`config.mk`:
```
export PLATFORM = sky130hd
export DESIGN_NAME = smc_apb_lite_master30_flat
export DESIGN_NICKNAME = d
export VERILOG_FILES = /design/src/rtl/smc_apb_lite_master30_if.sv /design/src/rtl/smc_apb_lite_master30.sv /design/src/flat_wrapper.sv
export SDC_FILE = /design/constraint.sdc
export NUM_CORES = 1
export LEC_CHECK = 0
export ABC_AREA = 1
export CORE_MARGIN = 2
export CORE_UTILIZATION = 44
export DETAILED_ROUTE_END_ITERATION = 8
export GPL_TIMING_DRIVEN = 0
export PLACE_DENSITY = 0.89
export SLEW_MARGIN = 20
export SYNTH_ARGS = -nofsm -noshare
export SYNTH_HDL_FRONTEND = slang
export SYNTH_SLANG_ARGS = --single-unit
```
`constraint.sdc`:
```
create_clock -name pclk30 -period 4.3 [get_ports pclk30]
set_input_delay 0.43 -clock pclk30 [delete_from_list [all_inputs] [get_ports pclk30]]
set_output_delay 0.43 -clock pclk30 [all_outputs]
set_load 0.01 [all_outputs]
```
`src/rtl/smc_apb_lite_master30_if.sv`:
```
// smc_apb_lite_master30_if: host request/response and APB bus signals of the SMC register master.
interface smc_apb_lite_master30_if #(
    parameter int ADDR_W = 5,
    parameter int DATA_W = 32
);
    logic              req_valid30;
    logic              req_ready30;
    logic              req_write30;
    logic [ADDR_W-1:0] req_addr30;
    logic [DATA_W-1:0] req_wdata30;
    logic              rsp_valid30;
    logic [DATA_W-1:0] rsp_rdata30;
    logic              rsp_err30;
    logic              psel30;
    logic              penable30;
    logic              pwrite30;
    logic [ADDR_W-1:0] paddr30;
    logic [DATA_W-1:0] pwdata30;
    logic [DATA_W-1:0] prdata30;
    logic              pready30;

    modport master (
        input  req_valid30, req_write30, req_addr30, req_wdata30, prdata30, pready30,
        output req_ready30, rsp_valid30, rsp_rdata30, rsp_err30,
        output psel30, penable30, pwrite30, paddr30, pwdata30
    );

    modport slave (
        output req_valid30, req_write30, req_addr30, req_wdata30, prdata30, pready30,
        input  req_ready30, rsp_valid30, rsp_rdata30, rsp_err30,
        input  psel30, penable30, pwrite30, paddr30, pwdata30
    );
endinterface

```
`src/rtl/smc_apb_lite_master30.sv`:
```
// smc_apb_lite_master30: valid/ready host requests to APB setup/access transfers with a wait-state timeout.
module smc_apb_lite_master30 #(
    parameter int ADDR_W         = 5,
    parameter int DATA_W         = 32,
    parameter int TIMEOUT_CYCLES = 16
) (
    input  logic                   pclk30,
    input  logic                   preset30,
    smc_apb_lite_master30_if.master bus
);
    typedef enum logic [1:0] {IDLE, SETUP, ACCESS} state_t;

    state_t     state;
    logic [7:0] cnt;
    logic       done;
    logic       timeout;
    logic       accept;

    assign done    = state == ACCESS && bus.pready30;
    assign timeout = state == ACCESS && !bus.pready30 && cnt == 8'(TIMEOUT_CYCLES - 1);
    assign bus.req_ready30 = !preset30 && (state == IDLE || done);
    assign accept  = bus.req_valid30 && bus.req_ready30;

    always_ff @(posedge pclk30) begin
        if (preset30) begin
            state           <= IDLE;
            cnt             <= '0;
            bus.psel30      <= 1'b0;
            bus.penable30   <= 1'b0;
            bus.pwrite30    <= 1'b0;
            bus.paddr30     <= {ADDR_W{1'b0}};
            bus.pwdata30    <= {DATA_W{1'b0}};
            bus.rsp_valid30 <= 1'b0;
            bus.rsp_err30   <= 1'b0;
            bus.rsp_rdata30 <= {DATA_W{1'b0}};
        end else begin
            bus.rsp_valid30 <= done;
            bus.rsp_err30   <= 1'b0;
            if (done)
                bus.rsp_rdata30 <= bus.pwrite30 ? {DATA_W{1'b0}} : bus.prdata30;
            // a completion and a new accept can share a cycle: respond and relaunch together
            if (accept) begin
                state         <= SETUP;
                cnt           <= '0;
                bus.psel30    <= 1'b1;
                bus.penable30 <= 1'b0;
                bus.pwrite30  <= bus.req_write30;
                bus.paddr30   <= bus.req_addr30;
                bus.pwdata30  <= bus.req_write30 ? bus.req_wdata30 : {DATA_W{1'b0}};
            end else if (state == SETUP) begin
                state         <= ACCESS;
                bus.penable30 <= 1'b1;
            end else if (done || timeout) begin
                state         <= IDLE;
                bus.psel30    <= 1'b0;
                bus.penable30 <= 1'b0;
                if (timeout) begin
                    bus.rsp_valid30 <= 1'b1;
                    bus.rsp_err30   <= 1'b1;
                    bus.rsp_rdata30 <= {DATA_W{1'b0}};
                end
            end else if (state == ACCESS) begin
                cnt <= cnt + 8'd1;
            end
        end
    end
endmodule

```
`src/flat_wrapper.sv`:
```
// flat-port wrapper written by rule: the top's interface ports become plain ports
module smc_apb_lite_master30_flat 
#(
    parameter int ADDR_W         = 5,
    parameter int DATA_W         = 32,
    parameter int TIMEOUT_CYCLES = 16
)
  (pclk30, preset30, bus_req_valid30, bus_req_write30, bus_req_addr30, bus_req_wdata30, bus_prdata30, bus_pready30, bus_req_ready30, bus_rsp_valid30, bus_rsp_rdata30, bus_rsp_err30, bus_psel30, bus_penable30, bus_pwrite30, bus_paddr30, bus_pwdata30);
  smc_apb_lite_master30_if #(.ADDR_W(ADDR_W), .DATA_W(DATA_W)) bus_i ();
  input  logic pclk30;
  input  logic preset30;
  input wire logic [$bits(bus_i.req_valid30)-1:0] bus_req_valid30;
  input wire logic [$bits(bus_i.req_write30)-1:0] bus_req_write30;
  input wire logic [$bits(bus_i.req_addr30)-1:0] bus_req_addr30;
  input wire logic [$bits(bus_i.req_wdata30)-1:0] bus_req_wdata30;
  input wire logic [$bits(bus_i.prdata30)-1:0] bus_prdata30;
  input wire logic [$bits(bus_i.pready30)-1:0] bus_pready30;
  output wire logic [$bits(bus_i.req_ready30)-1:0] bus_req_ready30;
  output wire logic [$bits(bus_i.rsp_valid30)-1:0] bus_rsp_valid30;
  output wire logic [$bits(bus_i.rsp_rdata30)-1:0] bus_rsp_rdata30;
  output wire logic [$bits(bus_i.rsp_err30)-1:0] bus_rsp_err30;
  output wire logic [$bits(bus_i.psel30)-1:0] bus_psel30;
  output wire logic [$bits(bus_i.penable30)-1:0] bus_penable30;
  output wire logic [$bits(bus_i.pwrite30)-1:0] bus_pwrite30;
  output wire logic [$bits(bus_i.paddr30)-1:0] bus_paddr30;
  output wire logic [$bits(bus_i.pwdata30)-1:0] bus_pwdata30;
  assign bus_i.req_valid30 = bus_req_valid30;
  assign bus_i.req_write30 = bus_req_write30;
  assign bus_i.req_addr30 = bus_req_addr30;
  assign bus_i.req_wdata30 = bus_req_wdata30;
  assign bus_i.prdata30 = bus_prdata30;
  assign bus_i.pready30 = bus_pready30;
  assign bus_req_ready30 = bus_i.req_ready30;
  assign bus_rsp_valid30 = bus_i.rsp_valid30;
  assign bus_rsp_rdata30 = bus_i.rsp_rdata30;
  assign bus_rsp_err30 = bus_i.rsp_err30;
  assign bus_psel30 = bus_i.psel30;
  assign bus_penable30 = bus_i.penable30;
  assign bus_pwrite30 = bus_i.pwrite30;
  assign bus_paddr30 = bus_i.paddr30;
  assign bus_pwdata30 = bus_i.pwdata30;
  smc_apb_lite_master30 #(.ADDR_W(ADDR_W), .DATA_W(DATA_W), .TIMEOUT_CYCLES(TIMEOUT_CYCLES)) u_core (.pclk30(pclk30), .preset30(preset30), .bus(bus_i));
endmodule
```
**Yosys cells after proc, flatten, opt, wreduce, memory -nomap -nowiden**

Index checks and enable logic that the tools add are counted.

- Bits in registers: 84

- Reductions and logical operators: 17
- Bitwise gates (word level): 2
- $add $sub $neg: 1
- Muxes and demuxes: 19
- Equal/unequal tests: 4

Operators by type and width:

| operator | number |
|---|---|
| $mux 32 | 7 |
| $mux 1 | 10 |
| $add 8x1->8 const B | 1 |
| $eq 8x4->1 const B | 1 |
| $logic_and 1x1->1 | 5 |
| $mux 2 | 2 |
| $reduce_bool 2->1 | 2 |
| $reduce_or 4->1 | 1 |
| $reduce_and 3->1 | 1 |
| $reduce_bool 3->1 | 1 |
| $eq 2x1->1 const B | 1 |
| $eq 2x2->1 const B | 1 |
| $logic_not 1->1 | 2 |
| $logic_not 2->1 | 1 |
| $logic_or 1x1->1 | 2 |
| $ne 2x1->1 const B | 1 |
| $not 1->1 | 2 |
| $reduce_and 2->1 | 1 |
| $reduce_or 2->1 | 1 |

**Logic depth before layout (Yosys ltp)**

Gate-level depths: netlist of the first run.

- Depth in word-level cells: 7
- Mapped depth: 9

**Least setup slack after synthesis of the first run**

No wires, ideal clock.

- Kind: register -> output
- Start point: reg u_core.state[1]
- End point: out bus_req_ready30
- Path slack: 2828 ps
- Stages on the path, launching flop included: 7
- Arrival time: 1042 ps
- Cells stage by stage: dfxtp_1 inv_2 nor2_4 nand2_2 clkinv_1 nor2_1 nor2_1

- Word-level cells in the longest chain between the ends: 4

RTL lines:

| item | RTL line | text |
|---|---|---|
| start: declaration | smc_apb_lite_master30.sv:13 | `state_t state;` |
| start signal: assignment | smc_apb_lite_master30.sv:26 | `state <= IDLE;` |
| start signal: assignment | smc_apb_lite_master30.sv:43 | `state <= SETUP;` |
| start signal: assignment | smc_apb_lite_master30.sv:51 | `state <= ACCESS;` |
| $eq 2x2->1 | smc_apb_lite_master30.sv:19 | `assign done = state == ACCESS && bus.pready30;` |
| $logic_and 1x1->1 | smc_apb_lite_master30.sv:19 |  |
| $logic_or 1x1->1 * | smc_apb_lite_master30.sv:21 | `assign bus.req_ready30 = !preset30 && (state == IDLE \|\| done);` |
| $logic_and 1x1->1 * | smc_apb_lite_master30.sv:21 |  |
| end: declaration | flat_wrapper.sv:18 | `output wire logic [$bits(bus_i.req_ready30)-1:0] bus_req_ready30;` |

Every way passes the cells marked *; elsewhere a longest branch is shown, timed or not.

**Final worst setup path of the first run**

- Start point: in bus_pready30
- End point: out bus_req_ready30

- Word-level cells in the longest chain between the ends: 3

RTL lines:

| item | RTL line | text |
|---|---|---|
| start: declaration | flat_wrapper.sv:17 | `input wire logic [$bits(bus_i.pready30)-1:0] bus_pready30;` |
| $logic_and 1x1->1 | smc_apb_lite_master30.sv:19 |  |
| $logic_or 1x1->1 | smc_apb_lite_master30.sv:21 |  |
| $logic_and 1x1->1 | smc_apb_lite_master30.sv:21 |  |

Every way passes these cells.

==> summary.md, run 1 <==
| Metric | Value |
|---|---|
| Outcome | `finished, final reports clean` |
| Count of final hold-check violations | `0` |
| Initial core utilization | `45.0%` |
| DR vias/cell | `4.93` |
| # nets final | `640` |
| R2R Setup Slk | `2.65 ns` |
| Kind of critical path | `primary input to primary output` |
| Post-synth EDFFs | `0` |
| Antenna fix cells | `0` |
| Root buffer cell | `clkbuf_8` |
| Post-synth top area cell | `dfxtp_1` |
| Worst Hold Class | `primary input to flip-flop` |
| CTS hold repair buffers | `0` |
| HPWL after DPL | `7.00 mm` |
| 1st-iter DRT viols | `128` |
| Switching share of power | `26.2%` |
| Final ANT Viol Nets | `0` |
| CP max FO | `8` |
| Avg Cell Area, Syn | `7.94 µm²` |
| Post-layout util | `70.1%` |
| Max Fclk | `399 MHz` |
| Synth warn | `0` |
| Area contributors post-synth | `dfxtp_1 (51%), nand2_1 (15%), a21oi_1 (5.3%)` |
| Layout cells sized above 1 | `7.89%` |
| Worst setup EP type | `primary output` |
| Area share of the largest cell type after synthesis | `51.4%` |
| Final non-filler cell total | `669` |
| Peak supply drop | `0.000214 V` |
| Layout area overhead | `55.6%` |
| Cell variety after synth | `29` |
| Post-Syn Instances | `407` |
| First-pass GRT wire length | `14.9 mm` |
| PostCTS Resize Cnt | `0` |
| Reg power frac | `49.8%` |
| DR WL/cell | `13.8 µm` |
| Async set-reset flop share out of synthesis | `0%` |
| Core Region | `7180 µm²` |
| Worst relative slew slack | `67.7%` |
| Htree depth | `3` |
| Synthesized Nets | `482` |
| Gr ovfl total | `0` |
| Logic pwr share | `15.2%` |
| Final min period | `2.51 ns` |
| Req. time, crit path | `3.87 ns` |
| Cell Pwr Density | `326 nW/µm²` |
| Vert. Die Dim | `89.7 µm` |
| Max Slew Vio Count | `0` |
| Most frequent cells after synthesis | `nand2_1 (125), dfxtp_1 (83), a21oi_1 (34)` |
| Worst Tran Pin Value | `0.484 ns` |
| CTS tree | `built` |
| Initial antenna violation count | `0` |
| Clock Skew | `0.00798 ns` |
| Mapped Area | `3230 µm²` |
| Most common cell in the synthesized netlist | `nand2_1` |
| Gr usage total | `22.6%` |
| Vias in the first global route | `3255` |
| Clock power frac | `35.0%` |
| Critical Path Start | `bus_pready30` |
| Post-route setup TNS | `0 ns` |
| Num CTS Buffers | `9` |
| Leakage | `1.88 nW` |
| DP Cell Count | `653` |
| CP arrival | `2.08 ns` |
| Die ar. | `8050 µm²` |
| Final Cycle Share | `58.3%` |
| Die Wd | `89.7 µm` |
| Num rows | `31` |
| Net Sw Power | `0.429 mW` |
| Internal power | `1.21 mW` |
| CTS clock-pin slew for the worst setup and hold paths | `0.08 ns` |
| Post-CTS Setup Bufs | `0` |
| First-pass DRT Iterations | `4` |
| RR Startpoint | `u_core.cnt[0]$_SDFFE_PP0P_` |
| IO Pins | `149` |
| RSZ-0062 raised after global routing | `no` |
| Largest net degree at the start of global routing | `16` |
| Hold_ws | `0.406 ns` |
| Gpl congestion | `0.804` |
| CP Launch Type | `primary input` |
| PortBufs | `147` |
| Final WL | `9.24 mm` |
| Worst Hold Launch | `bus_req_write30` |
| Clk Latency, worst-skew pair | `0.35 ns` |
| DRC Markers | `0` |
| Synthesized flop and latch total | `83` |
| # setup viols final | `0` |
| Clock sink total | `83` |
| Sequential area share after synthesis | `51.4%` |
| Max-cap violation count | `0` |
| Total number of vias | `3299` |
| Top_reg_cell synth | `dfxtp_1` |
| Max clock buf depth | `2` |
[state kept, by name, indices dropped and copies added (netlist names)]
register,count
u_core.bus.pwdata30,32
u_core.bus.rsp_rdata30,32
u_core.cnt,8
u_core.bus.paddr30,5
u_core.state,2
u_core.bus.psel30,1
u_core.bus.pwrite30,1
u_core.bus.rsp_err30,1
u_core.bus.rsp_valid30,1
[power by group through the flow]
stage | clock [mW] | combinational (mW) | sequential (mW)
final | 0.574 | 0.249 | 0.818
after CTS | 0.580 | 0.251 | 0.818
after global placement | 0 | 0.244 | 0.834
after global routing | 0.614 | 0.270 | 0.821
after floorplan | 0 | 0.0826 | 0.847
after detailed placement | 0 | 0.249 | 0.835
[worst max-delay path, cell delays in order]
cell             delay [ns]
clkdlybuf4s50_1        0.58
nand2_2                0.09
clkinv_1               0.15
nor2_1                 0.06
nor2_1                 0.18
clkdlybuf4s50_1        0.58
[layout by cell type (no fill, tap or decap), drive strengths merged, types with 2 or more instances in the layout]
master         synthesis  layout
a21boi                 7       7
nand3                 36      36
a21oi                 34      34
inv                   19      20
nor3                   9       9
xor2                   2       2
nand4                  3       3
clkinv                 2       7
clkbuf                11      20
nand2                129     129
buf                   12      12
nor2                  18      18
dfxtp                 83      83
o21ai                 39      39
clkdlybuf4s50          0     147
[cell families after synthesis]
group                      after synthesis  synth area share, %
and+or+nand+nor                        196                 27.4
xor gates and xnor gates                 2                0.542
buffers and inverters                   44                 6.89
DFF                                     83                 51.4
AOI/OAI and AO/OA                       81                 13.4
adders and majority gates                1                0.387
[layer usage]
layer  vias up  track usage (%)  wire length [µm]
met1      1485             25.0              3700
met3        14             8.80               893
met5         -                0                 0
li1       1642                -                 -
met4         0             8.08               173
met2       158             39.6              4480
[final cells by class]
cell class              instances  area (µm²)
repair buffers                147        1470
flip-flops and latches         83        1660
well taps                      99         124
multi-input cells             280        1350
clock buffers                   9         124
fillers                       551        2150
clock inverters                 7        77.6
plain buffers                  23         144
inverters                      21        78.8
[worst paths after layout]
path / to / depth (start not counted)
setup reg to reg: u_core.bus.rsp_rdata30[30]$_SDFF_PP0_ / 7
setup / recovery: bus_req_ready30 / 6
hold reg to reg: u_core.bus.pwdata30[21]$_SDFFE_PP0P_ / 2
hold / removal: u_core.bus.pwdata30[1]$_SDFFE_PP0P_ / 3
[stage by stage]
stage / setup slack (ns) / cell area [µm²] / total power [mW]
floorplan: 2.83 / 3230 / 0.930
global placement: 1.81 / 4830 / 1.08
detailed placement: 1.81 / 4830 / 1.08
CTS: 1.80 / 5030 / 1.65
global route: 1.65 / 5030 / 1.70
finish: 1.79 / 5030 / 1.64
Power figures use the tool's default switching activity.
==> run 2: changes to the inputs <==
--- a/config.mk
+++ b/config.mk
@@ -7,10 +7,10 @@
 export LEC_CHECK = 0
 export ABC_AREA = 1
 export CORE_MARGIN = 2
-export CORE_UTILIZATION = 44
+export CORE_UTILIZATION = 37
 export DETAILED_ROUTE_END_ITERATION = 8
 export GPL_TIMING_DRIVEN = 0
-export PLACE_DENSITY = 0.89
+export PLACE_DENSITY = 0.8
 export SLEW_MARGIN = 20
 export SYNTH_ARGS = -nofsm -noshare
 export SYNTH_HDL_FRONTEND = slang
==> constraint.sdc (replaced) <==
create_clock -name pclk30 -period 2.17 [get_ports pclk30]
set_input_delay 0.217 -clock pclk30 [delete_from_list [all_inputs] [get_ports pclk30]]
set_output_delay 0.217 -clock pclk30 [all_outputs]
set_load 0.01 [all_outputs]
==> run 2 against run 1 <==
Clock skew increased by 0.0042 ns. Clock power increased by 83%. Global-route usage decreased by 3.4 points. Sequential share of layout area increased by 0.074 points. Sequential cell count unchanged. Non-clock buffer count unchanged.
==> summary.md, run 2 (synthesis results as in run 1) <==
| Metric | Value |
|---|---|
| Max Slew Vio Count | `0 (unchanged)` |
| # nets final | `640 (unchanged)` |
| Gr usage total | `19.2% (-3.4 points)` |
| Htree depth | `3 (unchanged)` |
| M3 GR Usage | `7.05% (-1.8 points)` |
| Most frequent cells in the layout | `clkdlybuf4s50_1 (146), nand2_1 (125), dfxtp_1 (82)` |
| Count of final hold-check violations | `0 (unchanged)` |
| Vert. Die Dim | `97.5 µm (+8.6%)` |
| Num CTS Buffers | `9 (unchanged)` |
| Critical Path Start | `u_core.state[0]$_SDFFE_PP0P_` |
| Gpl congestion | `0.843 (+4.9%)` |
| Clock sink total | `83 (unchanged)` |
| Num rows | `34 (+9.7%)` |
| CP arrival | `1.70 ns (-0.38 ns)` |
| Kind of critical path | `flip-flop to primary output` |
| First-pass GRT wire length | `15.0 mm (+0.69%)` |
| Initial antenna violation count | `0 (unchanged)` |
| CTS clock-pin slew for the worst setup and hold paths | `0.09 ns (about the same)` |
| Total number of vias | `3310 (+0.33%)` |
| Net Sw Power | `0.871 mW (+100%)` |
| GRT met2 Usage | `33.8% (-5.9 points)` |
| Core Region | `8590 µm² (+20%)` |
| Met1 usage | `22.3% (-2.7 points)` |
| Worst Hold Class | `primary input to flip-flop` |
| Fillers | `810 (+47%)` |
| Cell Pwr Density | `630 nW/µm² (+93%)` |
| Reg power frac | `51.2% (+1.4 points)` |
| CP Launch Type | `flip-flop` |
| Req. time, crit path | `1.95 ns (-1.92 ns)` |
| Outcome | `finished, final reports clean` |
| Final WL | `9.22 mm (-0.25%)` |
| Switching share of power | `27.5% (+1.4 points)` |
| Worst relative slew slack | `56.9% (-11 points)` |
| Largest net degree at the start of global routing | `17 (+1)` |
| Post-CTS Setup Bufs | `0 (unchanged)` |
| Most common cell after layout, fill and taps aside | `clkdlybuf4s50_1` |
| Die Wd | `97.5 µm (+8.6%)` |
| Gr ovfl total | `0 (unchanged)` |
| Final ANT Viol Nets | `0 (unchanged)` |
| Worst setup EP type | `primary output` |
| Clock Skew | `0.0121 ns (+0.00416 ns)` |
| Die ar. | `9500 µm² (+18%)` |
| CTS tree | `built` |
| Logic pwr share | `15.6% (+0.4 points)` |
| DR vias/cell | `4.88 (-1.0%)` |
| Initial core utilization | `37.6% (-7.4 points)` |
| 1st-iter DRT viols | `106 (-17%)` |
| Max Fclk | `521 MHz` |
| Clk Latency, worst-skew pair | `0.35 ns (about the same)` |
| Antenna fix cells | `0 (unchanged)` |
| PortBufs | `147 (unchanged)` |
| Worst Tran Pin Value | `0.646 ns (+0.162 ns)` |
| HPWL after DPL | `6.93 mm (-1.0%)` |
| RSZ-0062 raised after global routing | `no` |
| IO Pins | `149 (unchanged)` |
| Biggest regs | `u_core.bus.pwdata30 x32, u_core.bus.rsp_rdata30 x32, u_core.cnt x8` |
| Leakage | `1.87 nW (-0.52%)` |
| Vias in the first global route | `3235 (-0.61%)` |
| Hold_ws | `0.177 ns (-0.229 ns)` |
| Max clock buf depth | `2 (unchanged)` |
| Final Cycle Share | `88.4%` |
| Internal power | `2.29 mW (+89%)` |
| DR WL/cell | `13.6 µm (-1.6%)` |
| DRC Markers | `0 (unchanged)` |
| Root buffer cell | `clkbuf_8` |
| Layout cells sized above 1 | `8.07% (+0.18 points)` |
| Layout area overhead | `55.4%` |
| CP max FO | `8 (unchanged)` |
| # setup viols final | `0 (unchanged)` |
| GR peak layer | `met2` |
| Tot Pwr | `3.16 mW (+93%)` |
| Worst Hold Launch | `bus_req_write30` |
| RR Startpoint | `u_core.cnt[0]$_SDFFE_PP0P_` |
| First-pass DRT Iterations | `4 (unchanged)` |
| Final min period | `1.92 ns` |
| Clock power frac | `33.2% (-1.8 points)` |
| Max-cap violation count | `0 (unchanged)` |
| Peak supply drop | `0.000338 V (+58%)` |
| Post-route setup TNS | `0 ns (unchanged)` |
[run 2: cell count changes in the layout (fill, tap and decap cells not counted), sizes merged]
cell           change
inv                +3
clkdlybuf4s50      -1
clkinvlp           +1
dlygate4sd2        +1
bufinv             -1
clkinv             -3
[run 2: per-layer routing]
metal | wire [µm] | up-vias | part of all wire (%)
li1 | - | 1641 | -
met1 | 3870 | 1522 | 42
met2 | 4480 | 135 | 49
met3 | 738 | 12 | 8.0
met4 | 129 | 0 | 1.4
met5 | 0 | - | 0
[run 2: worst paths after layout]
path | slack, ns | end | depth (start not counted)
worst max-delay path | 0.25 | bus_req_ready30 | 6
worst min register to register | 0.46 | u_core.bus.pwdata30[12]$_SDFFE_PP0P_ | 2
worst min-delay path | 0.18 | u_core.bus.pwdata30[31]$_SDFFE_PP0P_ | 3
worst max register to register | 0.52 | u_core.bus.rsp_rdata30[25]$_SDFF_PP0_ | 7
[run 2: metrics by stage]
step                instance area [µm²]  setup WS (ns)  std cells  util, %
detailed placement                 4840          0.102        662     56.3
CTS                                5020          0.225        678     58.4
floorplan                          3230          0.766        407        -
global placement                   4840         0.0916        662     56.3
global route                       5020          0.116        678     58.4
finish                             5020          0.251        678     58.4
[run 2: power by group through the flow]
stage	Clock [mW]	Combinational, mW	Sequential [mW]
floorplan	0	0.164	1.68
global placement	0	0.489	1.65
detailed placement	0	0.498	1.65
CTS	1.08	0.500	1.62
global route	1.15	0.537	1.63
finish	1.05	0.495	1.62
[run 2: worst max-delay path, cell delays in order (launching register included)]
cell	delay (ns)
dfxtp_1	0.44
nor2_4	0.08
nand2_2	0.08
clkinv_1	0.22
nor2_1	0.17
nor2_1	0.08
dlygate4sd2_1	0.29
[run 2: final cells by class]
cell class                 count  area (µm²)  share of cell area, %
clock inverter                 7        58.8                   1.17
sequential                    83        1660                   33.1
clock buffer                   9         124                   2.47
timing repair buffer         147        1470                   29.3
tap                          108         135                   2.69
buffer                        23         144                   2.87
inverter                      21        78.8                   1.57
multi-input combinational    280        1350                   26.8
[run 2: repair_timing]
item / CTS / global route
gates resized for setup: 2 / 0
hold buffers: 0 / 0
setup endpoints to repair: 1 / 0
==> run 3: changes to the inputs <==
--- a/config.mk
+++ b/config.mk
@@ -7,10 +7,11 @@
 export LEC_CHECK = 0
 export ABC_AREA = 1
 export CORE_MARGIN = 2
-export CORE_UTILIZATION = 37
+export CORE_UTILIZATION = 56
 export DETAILED_ROUTE_END_ITERATION = 8
+export DONT_BUFFER_PORTS = 1
 export GPL_TIMING_DRIVEN = 0
-export PLACE_DENSITY = 0.8
+export PLACE_DENSITY = 0.78
 export SLEW_MARGIN = 20
 export SYNTH_ARGS = -nofsm -noshare
 export SYNTH_HDL_FRONTEND = slang
==> run 3 against run 2 <==
Sequential share of layout area is 13 points higher. Via count down 16%. Register-to-register slack worse by 0.05 ns. Final cell count down 26%. Critical path type unchanged. Largest power group unchanged.
==> summary.md, run 3 (synthesis results as in run 1) <==
| Metric | Value |
|---|---|
| Outcome | `finished, final reports clean` |
| PostCTS Resize Cnt | `0 (-2)` |
| Die Wd | `80.0 µm (-18%)` |
| Htree depth | `3 (unchanged)` |
| Antenna fix cells | `0 (unchanged)` |
| CTS tree | `built` |
| 1st-iter DRT viols | `133 (+25%)` |
| Worst relative slew slack | `68.2% (+11 points)` |
| Critical Path Start | `u_core.state[1]$_SDFFE_PP0P_` |
| Largest net degree at the start of global routing | `15 (-2)` |
| Max-cap violation count | `0 (unchanged)` |
| Post-layout util | `65.1% (+6.7 points)` |
| Max Fclk | `519 MHz (-0.45%)` |
| Crit-path cells | `inv_2, nor2_4, nand2_2, clkinv_1, nor2_1, nor2_1` |
| RR Startpoint | `u_core.state[1]$_SDFFE_PP0P_` |
| Core Region | `5540 µm² (-36%)` |
| # nets final | `498 (-22%)` |
| Worst Tran Pin Value | `0.478 ns (-0.168 ns)` |
| Gr usage total | `23.8% (+4.6 points)` |
| Leakage | `1.37 nW (-27%)` |
| WP buf/inv | `2 (unchanged)` |
| First-pass GRT wire length | `11.9 mm (-21%)` |
| Req. time, crit path | `1.95 ns (about the same)` |
| Cell Pwr Density | `874 nW/µm² (+39%)` |
| DR vias/cell | `5.54 (+13%)` |
| Clk Latency, worst-skew pair | `0.35 ns (about the same)` |
| Layout cells sized above 1 | `10.5% (+2.4 points)` |
| Max clock buf depth | `2 (unchanged)` |
| Final Cycle Share | `88.8% (+0.40 points)` |
| Worst Hold Class | `primary input to flip-flop` |
| Cell family with most CP delay | `simple AND/OR/NAND/NOR gates` |
| Fillers | `456 (-44%)` |
| Root buffer cell | `clkbuf_8` |
| Clock sink total | `83 (unchanged)` |
| Vias in the first global route | `2591 (-20%)` |
| Max Slew Vio Count | `0 (unchanged)` |
| Peak supply drop | `0.000463 V (+37%)` |
| Layout area overhead | `11.6%` |
| Final ANT Viol Nets | `0 (unchanged)` |
| PortBufs | `0 (-100%)` |
| Final WL | `7.56 mm (-18%)` |
| Reg area | `1660 µm² (about the same)` |
| CTS clock-pin slew for the worst setup and hold paths | `0.09 ns (about the same)` |
| Worst path most repeated cell | `nor2_1` |
| Most frequent cells in the layout | `nand2_1 (125), dfxtp_1 (83), a21oi_1 (34)` |
| Post-CTS Setup Bufs | `0 (unchanged)` |
| Clock Skew | `0.0128 ns (+0.000642 ns)` |
| Kind of critical path | `flip-flop to primary output` |
| CP arrival | `1.71 ns (about the same)` |
| IO Pins | `149 (unchanged)` |
| Gr ovfl total | `0 (unchanged)` |
| DRC Markers | `0 (unchanged)` |
| Num rows | `27 (-21%)` |
| DR WL/cell | `15.1 µm (+11%)` |
| Total number of vias | `2769 (-16%)` |
| Gpl congestion | `0.770 (-8.7%)` |
| Most common cell after layout, fill and taps aside | `nand2_1` |
| Biggest regs | `u_core.bus.pwdata30 x32, u_core.bus.rsp_rdata30 x32, u_core.cnt x8` |
| First-pass DRT Iterations | `5 (+1)` |
| Die ar. | `6400 µm² (-33%)` |
| Initial core utilization | `58.3% (+21 points)` |
| # setup viols final | `0 (unchanged)` |
| HPWL after DPL | `5.52 mm (-20%)` |
| CP max FO | `8 (unchanged)` |
| CTS hold repair buffers | `3 (+3)` |
| Post-route setup TNS | `0 ns (unchanged)` |
| Crit path max-delay cell type | `dfxtp_1` |
| Vert. Die Dim | `80.0 µm (-18%)` |
| Worst setup EP type | `primary output` |
| Final min period | `1.93 ns (+0.00861 ns)` |
| Slowest stage delay, CP | `0.52 ns (+0.08 ns)` |
| Multi-input logic area | `1350 µm² (unchanged)` |
| Worst Hold Launch | `bus_req_wdata30[24]` |
| CP Launch Type | `flip-flop` |
| Num CTS Buffers | `9 (unchanged)` |
| RSZ-0062 raised after global routing | `no` |
| Initial antenna violation count | `0 (unchanged)` |
| Count of final hold-check violations | `0 (unchanged)` |
-- run 3: layer usage --
| layer | wire length (µm) | GRT usage, % | vias up |
|---|---|---|---|
| met3 | 668 | 7.69 | 20 |
| met5 | 0 | 0 | - |
| met1 | 3060 | 28.2 | 1266 |
| li1 | - | - | 1357 |
| met2 | 3610 | 38.5 | 126 |
| met4 | 225 | 11.9 | 0 |
-- run 3: layout make-up --
cell class | instances | share of cell area (%)
repair buffers | 5 | 1.39
plain buffers | 23 | 3.99
clock inverters | 5 | 2.32
well taps | 72 | 2.50
flip-flops and latches | 83 | 46.1
inverters | 21 | 2.19
multi-input cells | 280 | 37.4
clock buffers | 11 | 4.20
-- run 3: stage by stage --
stage	worst slack [ns]	hold WS [ns]	power, mW	instances	cell area (µm²)
CTS	0.257	0.000415	3.16	498	3590
detailed placement	0.545	0.371	1.90	479	3320
finish	0.243	0.00530	3.15	500	3610
global route	0.169	0.00372	3.27	500	3610
global placement	0.595	0.361	1.89	479	3320
floorplan	0.766	0.358	1.84	407	3230
-- run 3: final timing paths --
kind,to,slack (ns),cells past startpoint
min,u_core.bus.pwdata30[24]$_SDFFE_PP0P_,0.005,2
max,bus_req_ready30,0.24,6
max reg2reg,u_core.bus.pwrite30$_SDFFE_PP0P_,0.47,8
min reg2reg,u_core.cnt[1]$_SDFFE_PP0P_,0.49,2
-- run 3: report_power, final --
part           internal [mW]  switching [mW]
Clock                  0.715           0.563
Combinational         0.0756           0.139
Sequential              1.58          0.0760
